File: config.mk
export PLATFORM = sky130hd
export DESIGN_NAME = kernel_conv_driver
export DESIGN_NICKNAME = d
export VERILOG_FILES = /design/src/rtl/kernel_conv_driver.sv
export SDC_FILE = /design/constraint.sdc
export NUM_CORES = 1
export LEC_CHECK = 0
export BUFFER_PORTS_ARGS = -buffer_cell sky130_fd_sc_hd__buf_4
export CORE_AREA = 2 2 130 132
export CTS_CLUSTER_DIAMETER = 50
export DETAILED_ROUTE_END_ITERATION = 8
export DIE_AREA = 0 0 132 134
export PLACE_DENSITY = 0.73
export SETUP_SLACK_MARGIN = 0.2
export SYNTH_ARGS = -nofsm -noshare
export SYNTH_HDL_FRONTEND = slang
export SYNTH_SLANG_ARGS = --single-unit
File: constraint.sdc
create_clock -name clk -period 3.6 [get_ports clk]
set_input_delay 0.36 -clock clk [delete_from_list [all_inputs] [get_ports clk]]
set_output_delay 0.36 -clock clk [all_outputs]
set_load 0.01 [all_outputs]
File: src/rtl/kernel_conv_driver.sv
// Initiator-side driver for one convolution compute kernel: latches a window,
// sequences start/capture/clear/done, and emits raster-tagged result pixels.
module kernel_conv_driver #(
   parameter int MAX_KERNEL = 3,
   parameter int IMG_W      = 64,
   parameter int IMG_H      = 64,
   parameter int TIMEOUT    = 64
) (
   input  logic                                          clk,
   input  logic                                          n_rst,
   input  logic                                          win_valid,
   output logic                                          win_ready,
   input  logic [MAX_KERNEL-1:0][MAX_KERNEL-1:0][7:0]    win_matrix,
   input  logic [MAX_KERNEL-1:0][MAX_KERNEL-1:0][7:0]    win_kernel,
   input  logic [$clog2(MAX_KERNEL)-1:0]                 win_ksize,
   output logic [MAX_KERNEL-1:0][MAX_KERNEL-1:0][7:0]    ck_matrix,
   output logic [MAX_KERNEL-1:0][MAX_KERNEL-1:0][7:0]    ck_kernel,
   output logic [$clog2(MAX_KERNEL)-1:0]                 ck_ksize,
   output logic                                          ck_start,
   output logic                                          ck_clear,
   input  logic                                          ck_clear_signal,
   input  logic                                          ck_done,
   input  logic [7:0]                                    ck_pixel,
   output logic                                          out_valid,
   input  logic                                          out_ready,
   output logic [7:0]                                    out_pixel,
   output logic [$clog2(IMG_W)-1:0]                      out_x,
   output logic [$clog2(IMG_H)-1:0]                      out_y,
   output logic                                          out_last,
   output logic                                          err_timeout
);

   localparam int XW = $clog2(IMG_W);
   localparam int YW = $clog2(IMG_H);
   localparam int KW = $clog2(MAX_KERNEL);
   localparam int CW = $clog2(TIMEOUT + 1);
   localparam logic [XW-1:0] X_MAX = XW'(IMG_W - 1);
   localparam logic [YW-1:0] Y_MAX = YW'(IMG_H - 1);
   localparam logic [CW-1:0] C_MAX = CW'(TIMEOUT - 1);

   typedef enum logic [2:0] {
      S_IDLE,
      S_START,
      S_WAIT_CLR,
      S_CLEAR,
      S_OUTPUT
   } state_t;

   state_t                                     r_state;
   logic [MAX_KERNEL-1:0][MAX_KERNEL-1:0][7:0] r_matrix;
   logic [MAX_KERNEL-1:0][MAX_KERNEL-1:0][7:0] r_kernel;
   logic [KW-1:0]                              r_ksize;
   logic                                       r_win_ready;
   logic                                       r_start;
   logic                                       r_clear;
   logic                                       r_out_valid;
   logic [7:0]                                 r_pixel;
   logic [XW-1:0]                              r_x;
   logic [YW-1:0]                              r_y;
   logic [CW-1:0]                              r_cnt;
   logic                                       r_err;
   logic                                       w_abort;

   // A done arriving in the last allowed CLEAR cycle still completes the window.
   always_comb begin
      w_abort = 1'b0;
      if (r_cnt == C_MAX) begin
         w_abort = (r_state == S_START) || (r_state == S_WAIT_CLR) ||
                   ((r_state == S_CLEAR) && !ck_done);
      end
   end

   always_ff @(posedge clk) begin
      if (!n_rst) begin
         r_state     <= S_IDLE;
         r_matrix    <= '0;
         r_kernel    <= '0;
         r_ksize     <= '0;
         r_win_ready <= 1'b1;
         r_start     <= 1'b0;
         r_clear     <= 1'b0;
         r_out_valid <= 1'b0;
         r_pixel     <= '0;
         r_x         <= '0;
         r_y         <= '0;
         r_cnt       <= '0;
         r_err       <= 1'b0;
      end else begin
         r_start <= 1'b0;
         if (w_abort) begin
            r_err       <= 1'b1;
            r_clear     <= 1'b0;
            r_win_ready <= 1'b1;
            r_state     <= S_IDLE;
         end else begin
            unique case (r_state)
               S_IDLE: begin
                  if (win_valid) begin
                     r_matrix    <= win_matrix;
                     r_kernel    <= win_kernel;
                     r_ksize     <= win_ksize;
                     r_win_ready <= 1'b0;
                     r_start     <= 1'b1;
                     r_cnt       <= '0;
                     r_state     <= S_START;
                  end
               end
               S_START: begin
                  r_cnt   <= r_cnt + CW'(1);
                  r_state <= S_WAIT_CLR;
               end
               S_WAIT_CLR: begin
                  r_cnt <= r_cnt + CW'(1);
                  if (ck_clear_signal) begin
                     r_pixel <= ck_pixel;
                     r_clear <= 1'b1;
                     r_state <= S_CLEAR;
                  end
               end
               S_CLEAR: begin
                  r_cnt <= r_cnt + CW'(1);
                  if (ck_done) begin
                     r_clear     <= 1'b0;
                     r_out_valid <= 1'b1;
                     r_state     <= S_OUTPUT;
                  end
               end
               S_OUTPUT: begin
                  if (out_ready) begin
                     r_out_valid <= 1'b0;
                     r_win_ready <= 1'b1;
                     r_state     <= S_IDLE;
                     if (r_x == X_MAX) begin
                        r_x <= '0;
                        r_y <= (r_y == Y_MAX) ? '0 : r_y + YW'(1);
                     end else begin
                        r_x <= r_x + XW'(1);
                     end
                  end
               end
               default: r_state <= S_IDLE;
            endcase
         end
      end
   end

   assign win_ready   = r_win_ready;
   assign ck_matrix   = r_matrix;
   assign ck_kernel   = r_kernel;
   assign ck_ksize    = r_ksize;
   assign ck_start    = r_start;
   assign ck_clear    = r_clear;
   assign out_valid   = r_out_valid;
   assign out_pixel   = r_pixel;
   assign out_x       = r_x;
   assign out_y       = r_y;
   assign out_last    = r_out_valid && (r_x == X_MAX) && (r_y == Y_MAX);
   assign err_timeout = r_err;

endmodule

**Word level (Yosys, flattened, before mapping)**

Index checks and enable logic that the tools add are counted.

- Bits in registers: 181
- Input port bits: 160
- Output and inout port bits: 172

- Add/subtract/negate cells: 3
- Eq/ne operators: 11
- Mux-type cells: 20
- Bitwise gates (word level): 3
- Reductions and logical operators: 23

Operators by type and width:

| kind | count |
|---|---|
| 3-bit AND reduction | 6 |
| 3-bit one-hot mux with 5 select lines | 1 |
| 7-bit one-hot mux with 2 select lines | 1 |
| 6-bit by 1-bit adder with 6-bit output (second input constant) | 2 |
| 6-bit == test (second input constant) | 2 |
| 3-bit two-way mux | 4 |
| 6-bit two-way mux | 2 |
| 4-bit AND reduction | 3 |
| 1-bit two-way mux | 8 |
| 2-bit inequality test (second input constant) | 4 |
| 2-bit nonzero test | 4 |
| 7-bit by 1-bit adder with 7-bit output (second input constant) | 1 |
| 7-bit by 6-bit == test with 1-bit output (second input constant) | 1 |
| 7-bit two-way mux | 1 |
| 3-bit by 2-bit == test with 1-bit output (second input constant) | 2 |
| 1-bit one-hot mux with 2 select lines | 3 |
| 3-bit OR reduction | 2 |
| 3-bit by 1-bit == test with 1-bit output (second input constant) | 1 |
| 3-bit == test (second input constant) | 1 |
| 1-bit logical AND | 3 |
| 3-bit logical NOT | 1 |
| 1-bit inverter | 3 |
| 1-bit logical OR | 2 |
| 2-bit OR reduction | 1 |
| 1-bit logical NOT | 1 |

**Depth between registers and ports, before layout**

- Depth in word-level cells: 6
- Gate-level depth with buffers: 6

**Worst setup path before layout**

No wires, ideal clock.

- Kind: register to output
- From: register r_x[0] (netlist: out_x[0])
- To: output out_last
- Arrival time: 1.283 ns
- Path slack: 1.957 ns
- Cell stages (with the launch flop): 5
- Buffers on the path: 0
- Path through: dfxtp_1 -> ha_1 -> and4_1 -> and2_1 -> and3_1

- Longest elaborated chain between the ends: 3

Ends and longest elaborated chain:

| element | line | text |
|---|---|---|
| start, declared | 58 | `logic [XW-1:0] r_x;` |
| start signal, assigned | 137 | `r_x <= r_x + XW'(1);` |
| 6-bit == test | 157 | `assign out_last = r_out_valid && (r_x == X_MAX) && (r_y == Y_MAX);` |
| 1-bit logical AND (2 in series) | 157 |  |
| end, declared | 29 | `output logic out_last,` |

No other way between the ends.

**Worst setup path in the final report**

Same ends and word-level chain as after synthesis.

==> impl_metrics.tcl <==
set metrics [dict create \
    status "complete, no violations" \
    synthFlopType "dfxtp_1" \
    syn-num-nets 988 \
    ctsHoldBuffers 0 \
    finalCritPeriodShare_pct 63.75 \
    start_util_pct 43.69 \
    yosys-top-cells-area "dfxtp_1 (51%), nand2_1 (17%), a21boi_0 (13%)" \
    drc 0 \
    syn_inst 825 \
    yosys.area.top_type "dfxtp_1" \
    track_usage_pct 21.94 \
    regToRegStartpoint "r_state[0]$_SDFFE_PP0P_" \
    antenna_left 0 \
    clock-sinks 181 \
    ys_warn_count 0 \
    period_minus_slack_ns 2.295 \
    met1Wirelength_um 8239 \
    route.met2.wl_um 9443 \
    gp_congestion 0.8128 \
    cp-startpoint "out_x[0]$_SDFFE_PN0P_" \
    peakVddDrop_uv 299.1 \
    antenna_cells 0 \
    seqCellArea_um2 3623 \
    grt_pass1_wl_um 31480 \
    drive_gt1_share_pct 33.51 \
    io_pins 332 \
    port_buffers 331 \
    power.share.switching_pct 26.65 \
    r2r_cells 5 \
    antenna_found_initial 0 \
    yosys.area.top_type_share_pct 50.91 \
    internal_power_uw 3567 \
    cts_buffer_depth 2 \
    max_slew_margin_pct 41.46 \
    finClkSkew_ns 0.007691 \
    synth_seq_area_share_pct 50.91 \
    area_delta_synth_final_pct 44.37 \
    dieArea_um2 17690 \
    die_h_um 134 \
    cts_setup_buffers 0 \
    wl_met3_um 1781 \
    crit_fanout 5 \
    synth_edf_count 0 \
    hold_viol 0 \
    cts_resized 0 \
    p_leak_uw 0.004552 \
    cp-start-kind "register" \
    vias_per_cell 4.839 \
    routed_wl_um 19870 \
    r2r-end "ck_matrix[31]$_SDFFE_PN0P_" \
    cp-endpoint "out_last" \
    rsz0062_at_grt "no" \
    cap_violations 0 \
    htreeDepth 4 \
    ff2ff_setup_slack_ns 1.34 \
    syn_area_per_cell_um2 8.626 \
    top_layer "met4" \
    cp.arrival_ns 1.93 \
    hold_slack_ns 0.1771 \
    synth_area_um2 7117 \
    p_total_uw 4863 \
    fmax_mhz 435.7 \
    nets 1288 \
    clkLatencyLatePin_ns 0.42 \
    synthTopCellsByCount "nand2_1 (313), dfxtp_1 (181), a21boi_0 (120), a21boi_1 (31), buf_2 (28)" \
    fillers 1441 \
    hold_class "in -> reg" \
    multi_input_area_um2 3242 \
    clockPowerShare_pct 37.0 \
    cts_root_buffer "clkbuf_16" \
    tns_ns 0 \
    p_comb_share_pct 17.2 \
    maxSlewViolCount 0 \
    yosysMostFrequentCell "nand2_1" \
    async_flop_share_pct 0 \
    yosys_register_bits 181 \
    finalSetupViolCount 0 \
    first_pass_iters 4 \
    hpwlAfterDp_um 13940 \
    core_um2 16290 \
    rows 47 \
    p_switching_uw 1296 \
    end_kind "output port" \
    grt_pass1_vias 6278 \
    wl_per_cell_um 14.64 \
    globalRouteOverflowTotal 0 \
    path_clk_slew_ns 0.07 \
    grt_max_degree 106 \
    synth_cell_types 52 \
    fp.dieW_um 132 \
    cp.required_ns 3.24 \
    pwr_density_cell_nw_per_um2 473.3 \
    vias 6566 \
    cts_buffers 17 \
    drt_iter0_drc 363 \
    cts_tree "built" \
    crit_type "reg -> out" \
    worst_pin_slew_ns 0.8780 \
    p_seq_share_pct 45.8 \
]
state kept, by name (all words and copies together) (netlist names):
register	cells
ck_clear	1
ck_kernel	72
ck_ksize	2
ck_matrix	72
ck_start	1
err_timeout	1
out_pixel	8
out_valid	1
out_x	6
out_y	6
r_cnt	7
r_state	3
win_ready	1
cell type report:
type	instances	share of cell area [%]
well taps	220	2.679
clock buffers	21	4.579
inverters	3	0.1096
flip-flops and latches	181	35.27
repair buffers	337	24.87
multi-input cells	585	31.55
clock inverters	10	0.9498
power groups by stage:
stage	Clock, µW	Sequential (µW)	Combinational [µW]
3_5_place_dp	0	2270	847
6_report	1800	2230	837
3_3_place_gp	0	2270	837
5_1_grt	1920	2250	924
4_1_cts	1840	2230	848
2_1_floorplan	0	2320	355
through the flow:
stage | setup WS [ns] | util (%) | instance area (µm²) | std cells
final | 1.305 | 63.08 | 10270 | 1357
after global routing | 1.113 | 63.08 | 10270 | 1357
after CTS | 1.281 | 63.08 | 10270 | 1357
after detailed placement | 1.309 | 59.59 | 9707 | 1326
after global placement | 1.412 | 59.59 | 9707 | 1326
after floorplan | 1.957 | - | 7117 | 825
layer usage:
layer	up-vias	track usage, %
li1	3324	-
met1	2982	25.49
met2	234	37.01
met3	26	8.390
met4	0	7.911
met5	-	0
layout by cell type, fill, tap and decap left out, types with 2 or more instances in the layout:
cell	n
and2_1	7
nand4_1	5
nand3_2	2
inv_6	2
inv_1	3
o32ai_1	2
clkbuf_8	3
ha_1	3
buf_4	335
mux2i_1	9
and2b_1	2
clkinvlp_4	3
nor2_1	8
a21boi_0	120
o211ai_1	5
nor3_1	5
and3_1	2
dfxtp_1	181
clkinv_4	2
nand3_1	10
clkinv_2	2
o21ai_0	6
nand2_1	312
o211a_1	2
xnor2_1	4
nor2b_1	11
buf_12	2
clkbuf_16	17
a21oi_1	6
a21boi_1	31
o21a_1	2
a31oi_1	4
nor3b_1	2
critical path: stages, from the launching register on:
cell and delay [ns]:
dfxtp_1 0.41, ha_1 0.23, and4_1 0.31, and2_1 0.25, and3_1 0.20, buf_4 0.12
worst min-delay path by stage:
stage                                from                    endpoint  slack, ns  cells after the start
2_1_floorplan       r_cnt[1]$_SDFFE_PN0P_       r_cnt[1]$_SDFFE_PN0P_       0.46                      2
3_3_place_gp   ck_matrix[41]$_SDFFE_PN0P_  ck_matrix[41]$_SDFFE_PN0P_       0.44                      2
3_5_place_dp   ck_matrix[41]$_SDFFE_PN0P_  ck_matrix[41]$_SDFFE_PN0P_       0.45                      2
4_1_cts                    win_matrix[41]  ck_matrix[41]$_SDFFE_PN0P_       0.16                      3
5_1_grt                    win_matrix[28]  ck_matrix[28]$_SDFFE_PN0P_       0.17                      3
6_report                   win_matrix[45]  ck_matrix[45]$_SDFFE_PN0P_       0.18                      3
logic make-up after synthesis:
| kind of cell | Yosys count | synth area share, % |
|---|---|---|
| mux | 9 | 1.266 |
| compound gates | 191 | 20.68 |
| xor+xnor | 4 | 0.4922 |
| flops | 181 | 50.91 |
| fa+ha+maj | 3 | 0.5275 |
| simple gates | 378 | 22.45 |
| buf+inv | 59 | 3.674 |
No activity file was read; power rests on OpenSTA's default activity.
